--- config.mk ---
export PLATFORM = sky130hd
export DESIGN_NAME = uart_tx_ctrl
export DESIGN_NICKNAME = d
export VERILOG_FILES = /design/src/rtl/uart_pkg.sv /design/src/rtl/uart_baud_cnt.sv /design/src/rtl/uart_tx_ctrl.sv
export SDC_FILE = /design/constraint.sdc
export NUM_CORES = 1
export LEC_CHECK = 0
export CORE_ASPECT_RATIO = 0.5
export CORE_MARGIN = 1.5
export CORE_UTILIZATION = 55
export CTS_CLUSTER_SIZE = 24
export DETAILED_ROUTE_END_ITERATION = 6
export GPL_TIMING_DRIVEN = 0
export PLACE_DENSITY = 0.76
export SYNTH_ARGS = -nofsm -noshare
export SYNTH_HDL_FRONTEND = slang
export SYNTH_HIERARCHICAL = 1
export SYNTH_SLANG_ARGS = --single-unit
export TNS_END_PERCENT = 30
--- constraint.sdc ---
create_clock -name clk -period 3.9 [get_ports clk]
set_input_delay 0.78 -clock clk [delete_from_list [all_inputs] [get_ports clk]]
set_output_delay 0.78 -clock clk [all_outputs]
set_load 0.05 [all_outputs]
--- src/rtl/uart_pkg.sv ---
// Shared UART definitions: frame sequencer state encoding and default widths,
// used by both the TX and RX controllers.
package uart_pkg;

  localparam int DATA_WIDTH_DEF = 8;
  localparam int DIV_WIDTH_DEF  = 16;

  typedef enum logic [2:0] {
    IDLE   = 3'd0,
    LOAD   = 3'd1,
    START  = 3'd2,
    DATA   = 3'd3,
    PARITY = 3'd4,
    STOP   = 3'd5
  } uart_state_e;

endpackage

--- src/rtl/uart_baud_cnt.sv ---
// Bit-period down-counter: restarts at div-1 (div 0 acts as 1), counts to 0,
// flags bit_end on 0 and reloads itself for the following bit.
module uart_baud_cnt #(
  parameter int DIV_WIDTH = 16
) (
  input  logic                 clk,
  input  logic                 rstn,
  input  logic                 restart,
  input  logic [DIV_WIDTH-1:0] div,
  output logic                 bit_end
);

  logic [DIV_WIDTH-1:0] count_q;
  logic [DIV_WIDTH-1:0] reload_val;

  assign reload_val = (div == '0) ? '0 : div - DIV_WIDTH'(1);
  assign bit_end    = (count_q == '0);

  always_ff @(posedge clk or negedge rstn) begin
    if (!rstn) begin
      count_q <= '0;
    end else if (restart || bit_end) begin
      count_q <= reload_val;
    end else begin
      count_q <= count_q - DIV_WIDTH'(1);
    end
  end

endmodule

--- src/rtl/uart_tx_ctrl.sv ---
// UART transmit sequencer: pops one FIFO word per frame and serialises it as
// start, data (LSB first), optional parity and one or two stop bits.
module uart_tx_ctrl
  import uart_pkg::*;
#(
  parameter int DATA_WIDTH = DATA_WIDTH_DEF,
  parameter int DIV_WIDTH  = DIV_WIDTH_DEF
) (
  input  logic                  clk,
  input  logic                  rstn,
  input  logic                  tx_en_i,
  input  logic [DIV_WIDTH-1:0]  baud_div_i,
  input  logic                  par_en_i,
  input  logic                  par_odd_i,
  input  logic                  stop2_i,
  input  logic [DATA_WIDTH-1:0] fifo_data_i,
  input  logic                  fifo_valid_i,
  output logic                  fifo_ready_o,
  output logic                  txd_o,
  output logic                  busy_o,
  output logic                  done_o
);

  localparam int CNT_W = (DATA_WIDTH > 1) ? $clog2(DATA_WIDTH) : 1;
  localparam logic [CNT_W-1:0] LAST_BIT = CNT_W'(DATA_WIDTH - 1);

  // Handshake: a pop happens in any cycle where fifo_valid_i & fifo_ready_o;
  // the popped word is presented on fifo_data_i during the following cycle.
  uart_state_e           state_q, state_d;
  logic [DATA_WIDTH-1:0] shreg_q, shreg_d;
  logic [CNT_W-1:0]      bit_cnt_q, bit_cnt_d;
  logic [DIV_WIDTH-1:0]  div_q, div_sel;
  logic                  par_en_q, par_bit_q, stop2_q;
  logic                  txd_q, txd_d;
  logic                  done_q, done_d;
  logic                  bit_end, baud_restart;

  assign fifo_ready_o = (state_q == IDLE) && tx_en_i;
  assign txd_o        = txd_q;
  assign busy_o       = (state_q != IDLE);
  assign done_o       = done_q;

  // The divisor being latched in LOAD is needed by the counter at that same edge.
  assign div_sel      = (state_q == LOAD) ? baud_div_i : div_q;
  assign baud_restart = (state_d != state_q);

  uart_baud_cnt #(.DIV_WIDTH(DIV_WIDTH)) u_baud (
    .clk     (clk),
    .rstn    (rstn),
    .restart (baud_restart),
    .div     (div_sel),
    .bit_end (bit_end)
  );

  always_comb begin
    state_d   = state_q;
    shreg_d   = shreg_q;
    bit_cnt_d = bit_cnt_q;
    done_d    = 1'b0;
    case (state_q)
      IDLE:   if (fifo_valid_i && fifo_ready_o) state_d = LOAD;
      LOAD: begin
        shreg_d   = fifo_data_i;
        bit_cnt_d = '0;
        state_d   = START;
      end
      START:  if (bit_end) state_d = DATA;
      DATA: begin
        if (bit_end) begin
          shreg_d = shreg_q >> 1;
          if (bit_cnt_q == LAST_BIT) begin
            bit_cnt_d = '0;
            state_d   = par_en_q ? PARITY : STOP;
          end else begin
            bit_cnt_d = bit_cnt_q + CNT_W'(1);
          end
        end
      end
      PARITY: if (bit_end) state_d = STOP;
      STOP: begin
        if (bit_end) begin
          if (stop2_q && (bit_cnt_q == '0)) begin
            bit_cnt_d = CNT_W'(1);
          end else begin
            bit_cnt_d = '0;
            state_d   = IDLE;
            done_d    = 1'b1;
          end
        end
      end
      default: state_d = IDLE;
    endcase

    // Line level is registered from the next state so it changes with the state.
    case (state_d)
      START:   txd_d = 1'b0;
      DATA:    txd_d = shreg_d[0];
      PARITY:  txd_d = par_bit_q;
      default: txd_d = 1'b1;
    endcase
  end

  always_ff @(posedge clk or negedge rstn) begin
    if (!rstn) begin
      state_q   <= IDLE;
      shreg_q   <= '0;
      bit_cnt_q <= '0;
      div_q     <= '0;
      par_en_q  <= 1'b0;
      par_bit_q <= 1'b0;
      stop2_q   <= 1'b0;
      txd_q     <= 1'b1;
      done_q    <= 1'b0;
    end else begin
      state_q   <= state_d;
      shreg_q   <= shreg_d;
      bit_cnt_q <= bit_cnt_d;
      txd_q     <= txd_d;
      done_q    <= done_d;
      if (state_q == LOAD) begin
        div_q     <= baud_div_i;
        par_en_q  <= par_en_i;
        par_bit_q <= (^fifo_data_i) ^ par_odd_i;
        stop2_q   <= stop2_i;
      end
    end
  end

endmodule

# After elaboration in Yosys (flattened, before gate mapping)
# Index checks and enable logic that the tools add are counted.
dict set report totals {
  register_bits 51
  wordCells 64
  out_inout_bits 4
  input_bits 31
}
dict set report op_classes {
  reduce_logical 14
  n_mux 23
  add_sub_neg 3
  eq_ne 12
  n_bitwise 1
}
# op count
set ops {}
lappend ops {{$mux 16} 3}
lappend ops {{$logic_not 16->1} 2}
lappend ops {{$sub 16x1->16 const B} 2}
lappend ops {{$mux 3} 10}
lappend ops {{$pmux 3 s6} 1}
lappend ops {{$pmux 8 s2} 1}
lappend ops {{$eq 3x2->1 const B} 4}
lappend ops {{$eq 3x3->1 const B} 4}
lappend ops {{$pmux 3 s3} 1}
lappend ops {{$mux 8} 1}
lappend ops {{$reduce_xor 8->1} 1}
lappend ops {{$logic_not 3->1} 2}
lappend ops {{$reduce_bool 3->1} 2}
lappend ops {{$mux 1} 5}
lappend ops {{$ne 2x1->1 const B} 2}
lappend ops {{$add 3x1->3 const B} 1}
lappend ops {{$eq 3x1->1 const B} 1}
lappend ops {{$logic_and 1x1->1} 3}
lappend ops {{$ne 3x3->1} 1}
lappend ops {{$pmux 1 s3} 1}
lappend ops {{$reduce_and 3->1} 1}
lappend ops {{$reduce_and 2->1} 1}
lappend ops {{$reduce_bool 2->1} 1}
lappend ops {{$logic_or 1x1->1} 1}
lappend ops {{$xor 1x1->1} 1}

# Depth between registers and ports, before layout
# Gate-level depths: netlist of the first run.
dict set report logic_depth {
  ltp_word 8
  depth_mapped 13
  depth_no_buf 12
}

# Cells and area by module
# The synthesis of the first run kept the hierarchy.
# module area_each_um2 cells_per_inst n_inst seq_area_each_um2
set modules_own_cells {}
lappend modules_own_cells {uart_tx_ctrl 1720.4 134 1 877.1}
lappend modules_own_cells {uart_baud_cnt 1244.9 141 1 400.4}

# Worst setup path before layout of the first run
# Ideal clock, no wire load.
dict set report synth_timing {
  path_kind {register to register}
  startpoint {reg state_q[2]}
  endpoint {reg u_baud.count_q[11]}
  synth_period_minus_slack_ns 3.299
  stages_incl_launch_ff 12
  n_path_buf 5
  path_slack_ns 0.601
  setup_ns 0.120
  arrival_ns 3.179
  path_cell_list {dfrtp_1 buf_6 nor3b_4 buf_6 buf_6 mux2_1 or4b_4 or3_1 buf_2 or3b_4 buf_6 a31o_1}
}
# element line
set synth_rtl {}
lappend synth_rtl {{start, declared} uart_tx_ctrl.sv:29} ;# uart_state_e state_q, state_d;
lappend synth_rtl {{start signal, assigned} uart_tx_ctrl.sv:115} ;# state_q <= state_d;
lappend synth_rtl {{$eq 3x1->1 (*)} uart_tx_ctrl.sv:44} ;# assign div_sel = (state_q == LOAD) ? baud_div_i : div_q;
lappend synth_rtl {{$mux 16 (*)} --}
lappend synth_rtl {{net div_sel[4]} uart_tx_ctrl.sv:32} ;# logic [DIV_WIDTH-1:0] div_q, div_sel;
lappend synth_rtl {{$sub 16x1->16 or $logic_not 16->1 (tied branches)} uart_baud_cnt.sv:16} ;# assign reload_val = (div == '0) ? '0 : div - DIV_WIDTH'(1);
lappend synth_rtl {{$mux 16 (*)} uart_baud_cnt.sv:16}
lappend synth_rtl {{$mux 16 (*)} uart_baud_cnt.sv:22} ;# end else if (restart || bit_end) begin
lappend synth_rtl {{end signal, assigned} uart_baud_cnt.sv:23} ;# count_q <= reload_val;
lappend synth_rtl {{end signal, assigned} uart_baud_cnt.sv:25} ;# count_q <= count_q - DIV_WIDTH'(1);
lappend synth_rtl {{end, declared} uart_baud_cnt.sv:13} ;# logic [DIV_WIDTH-1:0] count_q;
# The timed path passes the listed nets; every way through them passes the cells marked *.
# A chain may end at the register's enable or synchronous reset.

# Final worst setup path of the first run
# Ends and elaborated chain as after synthesis.

==> run summary, run 1 <==
* run status: complete, no violations
* global-route total usage across every layer: 23.3%
* antenna-violating nets left: 0
* Slew headroom: 52.4%
* number of buffers inserted by post-CTS setup repair: 0
* share of the clock period used by the worst path after layout: 92.5%
* TritonCTS sink count: 51
* count of buffers inserted at the top-level ports: 34
* nature of the critical path endpoint: register
* dominant cell by count in the synthesized netlist: dfrtp_1
* height of the die: 54.9 µm
* overall routed net length: 6110 µm
* portion of the post-synthesis area used by sequential elements: 43.1%
* part of the power in registers: 50.6%
* Leakage: 1.45 nW
* Placeable Area: 5070 µm²
* CP Max Fanout: 10
* number of antenna diodes: 0
* net switching power of the design: 0.000381 W
* Avg WL per Cell: 15.7 µm
* initial antenna violation count: 0
* setup repair after global routing missed its margin: false
* Clock Pin Slew Worst Setup and Hold Paths: 100 ps
* final estimated routing congestion in global placement: 0.809
* post-synth net total: 312
* cell taking the most area after synthesis: dfrtp_1
* number of top-level design ports: 35
* via count of the first global-routing pass: 2120
* cell area after technology mapping: 2970 µm²
* number of nets at the end of the flow: 354
* number of endpoints with negative hold slack in the final report: 0
* total via count in the routed design: 2224
* number of hold buffers added after CTS: 0
* # DRC: 0
* overall power after layout: 0.00134 W
* Async SR Flop Fraction: 100%
* worst hold path type: in -> async
* number of clock buffers inserted by TritonCTS: 5
* post-synthesis instance total: 275
* Worst VDD drop: 214 µV
* Avg Cell Area, Syn: 10.8 µm²
* post-layout min period: 3610 ps
* maximum buffer depth of the clock tree: 2
* sort of element at the start of the critical path: register
* width of the die: 107 µm
* proportion of netlist area held by the largest area contributor: 42.2%
* first-pass GRT wire length: 10300 µm
* leading post-synthesis cells by cell area: dfrtp_1 (42%), mux2_1 (4.9%), xnor2_1 (4.4%), xor2_1 (3.5%), nand2_1 (3.4%)
* worst skew pair latency: 310 ps
* Post-DP HPWL: 4530 µm
* number of design-rule violations left by the first detailed-router iteration: 150
* fraction of layout cells with a size suffix above 1: 14.8%
* Final Setup Violations: 0
* overall die area: 5870 µm²
* Pins Over Slew Limit: 0
* detail-routed via count per cell: 5.73
* root buf cell: clkbuf_8
* starting utilization of the core area: 58.5%
* Area Growth Syn to Fin: 19.4%
* primary flip-flop cell chosen by synthesis mapping: dfrtp_1
* switching fraction of total power: 28.5%
* GR Overflow Total: 0
* final core utilization: 69.9%
* number of library cell types mapped by synthesis: 62
* maximum clock frequency: 277 MHz
* Data required, critical path: 4100 ps
* Power Dens Cells: 378 nW/µm²
* clock tree from TritonCTS: yes
* most frequent cells after synthesis: dfrtp_1 (50), nand2_1 (27), xnor2_1 (15)
* internal power of the cells: 0.000957 W
* Clk pwr share: 28.8%
* Clock Skew: 10.6 ps
* largest net degree at the start of global routing: 29
* WP data arrival: 3810 ps
* Slew @ Worst Pin: 708 ps
* number of standard-cell rows in the floorplan: 18
* H-tree depth reported by CTS: 2
* Yosys warning count: 6
* share of power burned in combinational logic: 20.5%
* count of flip-flops with a built-in enable after synthesis: 0
* FF+latch count, synth: 51
* number of detailed-routing iterations run before antenna repair: 4
* max-cap violations: 0
* critical path type: reg -> reg
metal layers:
metal,up-vias,GRT usage (%),share of wire (%)
li1,1067,-,-
met1,1108,30.3,47
met2,43,41.9,48
met3,6,4.22,4.6
met4,0,5.56,0.64
met5,-,0,0
placed cells by master, fill, tap and decap left out, types with 3 or more instances in the layout:
| cell type | count |
|---|---|
| a21oi_1 | 3 |
| buf_2 | 6 |
| buf_6 | 5 |
| ha_1 | 6 |
| mux2_2 | 6 |
| o21ai_0 | 11 |
| xnor2_1 | 15 |
| nor4_1 | 5 |
| nor3_1 | 8 |
| xor2_1 | 12 |
| nor2_1 | 13 |
| nand3_1 | 12 |
| a22o_1 | 3 |
| dfrtp_1 | 50 |
| clkbuf_8 | 6 |
| nand2_1 | 27 |
| or4_1 | 3 |
| clkdlybuf4s50_1 | 33 |
| mux2_1 | 13 |
| mux2i_1 | 4 |
| a22oi_1 | 6 |
| inv_1 | 14 |
state kept, by name, indices dropped and copies added, names as in the netlist:
signal          cells
bit_cnt_q           3
div_q              16
done_o              1
par_bit_q           1
par_en_q            1
shreg_q             8
state_q             3
stop2_q             1
txd_o               1
u_baud/count_q     16
layout make-up:
class / instances / area (µm²)
well taps: 70 / 87.6
clock buffers: 6 / 82.6
flip-flops and latches: 51 / 1280
multi-input cells: 198 / 1550
fillers: 395 / 1530
inverters: 14 / 52.6
plain buffers: 12 / 100
clock inverters: 2 / 35.0
repair buffers: 35 / 355
worst max-delay path, stage by stage (launching register included):
cell     delay [ps]
dfrtp_1         410
buf_6           150
nor3b_4         240
buf_6           220
mux2_2          390
inv_1            90
ha_1            230
or4b_4          490
or3_1           300
buf_2           170
or3b_4          440
buf_6           160
a31o_1          200
through the flow:
stage / worst slack (ps) / area (µm²) / cells / setup TNS (ps) / hold slack [ps]
detailed placement: -96.6 / 3410 / 380 / -745 / 462
finish: 293 / 3540 / 388 / 0 / 470
global route: 57.9 / 3540 / 388 / 0 / 509
floorplan: 601 / 2970 / 275 / 0 / 439
CTS: 226 / 3530 / 388 / 0 / 480
global placement: -55.6 / 3390 / 379 / -250 / 451
timing repair:
action                     in CTS  in global routing
pin swaps                       0                  0
setup endpoints to repair      12                 12
resized for setup               1                  1
power groups by stage:
stage          combinational [W]  sequential (W)  clock, W
2_1_floorplan           0.000191        0.000672         0
3_3_place_gp            0.000263        0.000682         0
3_5_place_dp            0.000271        0.000687         0
4_1_cts                 0.000275        0.000676  0.000393
5_1_grt                 0.000310        0.000688  0.000417
6_report                0.000275        0.000678  0.000386
path summary, 6_finish.rpt:
check,from,end,slack (ps),depth (start not counted)
max,state_q[2],u_baud/count_q[11],290,12
min,rstn,div_q[4],470,1
max reg2reg,state_q[2],u_baud/count_q[11],290,12
min reg2reg,shreg_q[4],shreg_q[3],480,2
max in group asynchronous,rstn,txd_o,2790,2
min in group clk,shreg_q[4],shreg_q[3],480,2
kinds of logic (layout without fill, tap and decap cells):
kind of cell             after synthesis  after routing  synth area share [%]
AO/OA/AOI/OAI                         45             45                  13.1
multiplexers                          23             23                  8.57
adder cells (fa/ha/maj)                7              7                  2.87
flip-flops                            51             51                  43.1
AND/OR/NAND/NOR                       95             95                  18.5
XOR/XNOR                              28             28                  8.73
buffers and inverters                 26             69                  5.15
No activity file was read; power rests on OpenSTA's default activity.
==> run 2: changes to the inputs <==
CORE_UTILIZATION = 40   (was 55)
PLACE_DENSITY = 0.57   (was 0.76)
==> run summary, run 2 (same netlist as run 1, synthesis figures left out) <==
* sort of element at the start of the critical path: register
* starting utilization of the core area: 42.9%, -16 points
* initial antenna violation count: 0, unchanged
* critical path type: reg -> reg
* number of top-level design ports: 35, unchanged
* Leakage: 1.47 nW, +1.2%
* Reg area: 1280 µm², unchanged
* Placeable Area: 6910 µm², +36%
* Slew headroom: 40.3%, -12 points
* maximum clock frequency: 281 MHz, +1.4%
* Data required, critical path: 4080 ps, -20 ps
* non-filler cells, final: 410, +5.7%
* width of the die: 125 µm, +17%
* Critical Path, Cell by Cell: buf_2 -> nor3b_4 -> buf_6 -> buf_6 -> mux2_1 -> or4b_4 -> or3_1 -> buf_2 -> or3b_4 -> buf_6 -> a31o_1
* post-placement cell count: 402, +5.8%
* area taken by multi-input logic gates: 1560 µm², +0.57%
* total via count in the routed design: 2190, -1.5%
* overall die area: 7970 µm², +36%
* count of buffers inserted at the top-level ports: 34, unchanged
* clock tree from TritonCTS: yes
* Area Growth Syn to Fin: 21.9%
* Pins Over Slew Limit: 0, unchanged
* detail-routed via count per cell: 5.34, -6.8%
* post-layout min period: 3560 ps, -49.0 ps
* Clock Skew: 8.28 ps, -2.31 ps
* most common library cell in the layout ignoring fill and taps: dfrtp_1
* # DRC: 0, unchanged
* WP data arrival: 3740 ps, -70 ps
* fraction of layout cells with a size suffix above 1: 14.5%, -0.31 points
* first-pass GRT wire length: 10600 µm, +3.2%
* number of design-rule violations left by the first detailed-router iteration: 150, unchanged
* root buf cell: clkbuf_16
* Post-DP HPWL: 4480 µm, -1.2%
* via count of the first global-routing pass: 2225, +5.0%
* height of the die: 63.9 µm, +16%
* Final Setup Violations: 0, unchanged
* overall routed net length: 6060 µm, -0.69%
* peak per-stage delay on the critical path: 570 ps, +80 ps
* GR Overflow Total: 0, unchanged
* final estimated routing congestion in global placement: 0.828, +2.4%
* global-route total usage across every layer: 16.7%, -6.6 points
* CP Max Fanout: 10, unchanged
* number of nets at the end of the flow: 354, unchanged
* worst skew pair latency: 300 ps, about the same
* number of buffers inserted by post-CTS setup repair: 0, unchanged
* antenna-violating nets left: 0, unchanged
* share of the clock period used by the worst path after layout: 91.2%, -1.3 points
* run status: complete, no violations
* most used cell, CP: buf_6
* number of endpoints with negative hold slack in the final report: 0, unchanged
* Final TNS setup: 0 ps, unchanged
* number of antenna diodes: 0, unchanged
* number of clock buffers inserted by TritonCTS: 5, unchanged
* crit-path leading delay family: simple AND/OR/NAND/NOR gates
* nature of the critical path endpoint: register
* Clock Pin Slew Worst Setup and Hold Paths: 70 ps, -30 ps
* buffer and inverter count on the worst path: 5, unchanged
* Slowest cell on crit path: or4b_4
* Worst VDD drop: 188 µV, -12%
* number of detailed-routing iterations run before antenna repair: 4, unchanged
* registers with the most flip-flops: div_q (16), u_baud/count_q (16), shreg_q (8)
* top library cells by usage in the layout, fill and taps aside: dfrtp_1 (50), clkdlybuf4s50_1 (33), nand2_1 (27), xnor2_1 (15), inv_1 (14)
* number of hold buffers added after CTS: 0, unchanged
* max-cap violations: 0, unchanged
* maximum buffer depth of the clock tree: 2, unchanged
* overall power after layout: 0.00143 W, +7.2%
* largest net degree at the start of global routing: 40, +38%
* worst hold path type: in -> async
* Slew @ Worst Pin: 889 ps, +181 ps
* H-tree depth reported by CTS: 2, unchanged
* Avg WL per Cell: 14.8 µm, -6.0%
* number of standard-cell rows in the floorplan: 21, +3
* Power Dens Cells: 397 nW/µm², +4.9%
* total of fill cells in the finished design: 625, +58%
* TritonCTS sink count: 51, unchanged
* setup repair after global routing missed its margin: false
## run 2: cell count changes in the layout (fill, tap and decap cells not counted)
cell,delta
clkbuf_8,-4
nor4_2,-1
bufinv_16,-1
clkbuf_16,+5
clkbuf_1,+1
nor4_4,+1
clkinv_2,-1
## run 2: final cells by class
class                   instances  share of cell area (%)
multi-input cells             198                    43.1
flip-flops and latches         51                    35.3
repair buffers                 35                    9.83
clock buffers                   8                    4.33
well taps                      92                    3.18
plain buffers                  12                    2.77
inverters                      14                    1.45
## run 2: power breakdown
part           switching (W)  total (W)  internal, W
clock               0.000191   0.000465     0.000274
combinational       0.000136   0.000279     0.000144
sequential         0.0000809   0.000689     0.000608
total               0.000408    0.00143      0.00103
## run 2: what timing repair did
item                       4_1_cts  5_1_grt
hold endpoints to repair         0        0
setup endpoints to repair       13       13
gates resized for setup          1        2
## run 2: path summary, 6_finish.rpt
check / start / endpoint / slack [ps] / cells past startpoint
max reg2reg: state_q[1] / u_baud/count_q[11] / 340 / 11
max: state_q[1] / u_baud/count_q[11] / 340 / 11
min in group clk: shreg_q[3] / shreg_q[2] / 470 / 2
min: rstn / stop2_q / 380 / 1
min reg2reg: shreg_q[3] / shreg_q[2] / 470 / 2
max in group asynchronous: rstn / u_baud/count_q[3] / 3000 / 2
## run 2: routing by layer
metal / part of all wire [%] / global-route usage [%] / vias to the layer above
met5: 0 / 0 / -
met3: 5.0 / 4.02 / 8
met4: 1.3 / 5.17 / 0
met2: 45 / 27.1 / 41
li1: - / - / 1078
met1: 49 / 22.2 / 1063
## run 2: stage by stage
stage               hold slack [ps]  utilization, %  setup WS (ps)  instance area [µm²]
detailed placement              450            49.7           -115                 3440
finish                          377            52.3            342                 3620
CTS                             384            52.1            210                 3600
global route                    394            52.3            130                 3620
global placement                452            49.5          -64.6                 3420
floorplan                       439               -            601                 2970
==> run 3: changes to the inputs <==
SLEW_MARGIN = 20   (was unset)
==> run summary, run 3 (same netlist as run 1, synthesis figures left out) <==
* critical path type: reg -> reg
* share of the clock period used by the worst path after layout: 92.0%, +0.79 points
* final estimated routing congestion in global placement: 0.828, unchanged
* root buf cell: clkbuf_16
* worst skew pair latency: 290 ps, about the same
* # DRC: 0, unchanged
* Post-DP HPWL: 4430 µm, -1.0%
* nature of the critical path endpoint: register
* number of nets at the end of the flow: 353, -0.28%
* Leakage: 1.46 nW, -0.68%
* Area Growth Syn to Fin: 21.1%
* Slew headroom: 42.9%, +2.6 points
* first-pass GRT wire length: 10700 µm, +1.0%
* Power Dens Cells: 396 nW/µm², about the same
* overall routed net length: 6170 µm, +1.8%
* overall power after layout: 0.00142 W, -0.74%
* Pins Over Slew Limit: 0, unchanged
* post-layout min period: 3590 ps, +30.8 ps
* number of top-level design ports: 35, unchanged
* clock tree from TritonCTS: yes
* TritonCTS sink count: 51, unchanged
* count of buffers inserted at the top-level ports: 34, unchanged
* total of fill cells in the finished design: 634, +1.4%
* GR Overflow Total: 0, unchanged
* Worst VDD drop: 190 µV, +1.1%
* number of detailed-routing iterations run before antenna repair: 4, unchanged
* total via count in the routed design: 2209, +0.87%
* worst hold path type: reg -> reg
* Data required, critical path: 4060 ps, -20 ps
* number of standard-cell rows in the floorplan: 21, unchanged
* number of hold buffers added after CTS: 0, unchanged
* H-tree depth reported by CTS: 2, unchanged
* registers with the most flip-flops: div_q (16), u_baud/count_q (16), shreg_q (8)
* Clock Pin Slew Worst Setup and Hold Paths: 70 ps, about the same
* width of the die: 125 µm, unchanged
* number of endpoints with negative hold slack in the final report: 0, unchanged
* maximum buffer depth of the clock tree: 2, unchanged
* Final TNS setup: 0 ps, unchanged
* top library cells by usage in the layout, fill and taps aside: dfrtp_1 (50), clkdlybuf4s50_1 (33), nand2_1 (27), xnor2_1 (15), inv_1 (14)
* Avg WL per Cell: 15.1 µm, +2.0%
* Clock Skew: 6.27 ps, -2.01 ps
* Final Setup Violations: 0, unchanged
* WP data arrival: 3740 ps, about the same
* CP Max Fanout: 10, unchanged
* starting utilization of the core area: 42.9%, unchanged
* sort of element at the start of the critical path: register
* initial antenna violation count: 0, unchanged
* number of antenna diodes: 0, unchanged
* maximum clock frequency: 279 MHz, -0.86%
* number of clock buffers inserted by TritonCTS: 5, unchanged
* max-cap violations: 0, unchanged
* via count of the first global-routing pass: 2244, +0.85%
* setup repair after global routing missed its margin: false
* height of the die: 63.9 µm, unchanged
* Placeable Area: 6910 µm², unchanged
* number of design-rule violations left by the first detailed-router iteration: 164, +9.3%
* detail-routed via count per cell: 5.40, +1.1%
* Slew @ Worst Pin: 850 ps, -39.1 ps
* global-route total usage across every layer: 16.8%, +0.071 points
* largest net degree at the start of global routing: 52, +30%
* overall die area: 7970 µm², unchanged
* most common library cell in the layout ignoring fill and taps: dfrtp_1
* antenna-violating nets left: 0, unchanged
* run status: complete, no violations
* fraction of layout cells with a size suffix above 1: 14.2%, -0.27 points
## run 3: changes by cell type in the layout (fill, tap and decap cells not counted)
cell    delta
buf_12     -1
nor4_2     +1
buf_4      +1
nor4_4     -1
buf_2      -1
## run 3: timing repair
action	in CTS	in global routing
resized for setup	1	1
pin swaps	0	0
endpoints found under the setup margin	13	13
buffers inserted	0	0
endpoints found under the hold margin	0	0
## run 3: stage by stage
step	util (%)	cell area, µm²	hold slack [ps]	setup WS [ps]	std cells
floorplan	-	2970	439	601	275
global placement	49.5	3420	452	-64.6	401
detailed placement	49.5	3420	449	-155	401
CTS	51.8	3580	467	182	409
global route	51.9	3590	506	22.9	409
finish	51.9	3590	467	312	409
## run 3: final timing paths
| kind | startpoint | end | slack, ps | cells past startpoint |
|---|---|---|---|---|
| max in group asynchronous | rstn | u_baud/count_q[10] | 2930 | 1 |
| worst min register to register | shreg_q[3] | shreg_q[2] | 470 | 2 |
| worst max-delay path | u_baud/count_q[3] | u_baud/count_q[6] | 310 | 12 |
| min in group asynchronous | rstn | shreg_q[7] | 520 | 1 |
| worst min-delay path | shreg_q[3] | shreg_q[2] | 470 | 2 |
| worst max register to register | u_baud/count_q[3] | u_baud/count_q[6] | 310 | 12 |
## run 3: layout make-up
| class | instances | area, µm² | share of cell area [%] |
|---|---|---|---|
| multi-input cells | 198 | 1550 | 43.2 |
| flip-flops and latches | 51 | 1280 | 35.6 |
| repair buffers | 34 | 338 | 9.41 |
| clock buffers | 8 | 156 | 4.36 |
| well taps | 92 | 115 | 3.21 |
| plain buffers | 12 | 100 | 2.79 |
| inverters | 14 | 52.6 | 1.46 |
## run 3: worst max-delay path, stage by stage (launching register included)
cell and delay (ps):
dfrtp_1 440, nor4_2 550, nand2_1 310, nor4_4 540
nand2_2 160, o21bai_4 200, o211ai_2 140, a221o_1 380
inv_1 140, o41ai_4 150, buf_2 230, nand3_1 90
o21ai_0 100
## run 3: per-layer routing
metal | wire length [µm] | global-route usage, % | share of wire [%]
met5 | 0 | 0 | 0
met3 | 226 | 4.02 | 3.7
met1 | 3070 | 22.2 | 50
met2 | 2820 | 27.8 | 46
met4 | 51 | 4.31 | 0.83
## run 3: power by group
part / switching, W / internal, W
sequential: 0.0000755 / 0.000608
clock: 0.000189 / 0.000274
combinational: 0.000137 / 0.000140
total: 0.000401 / 0.00102
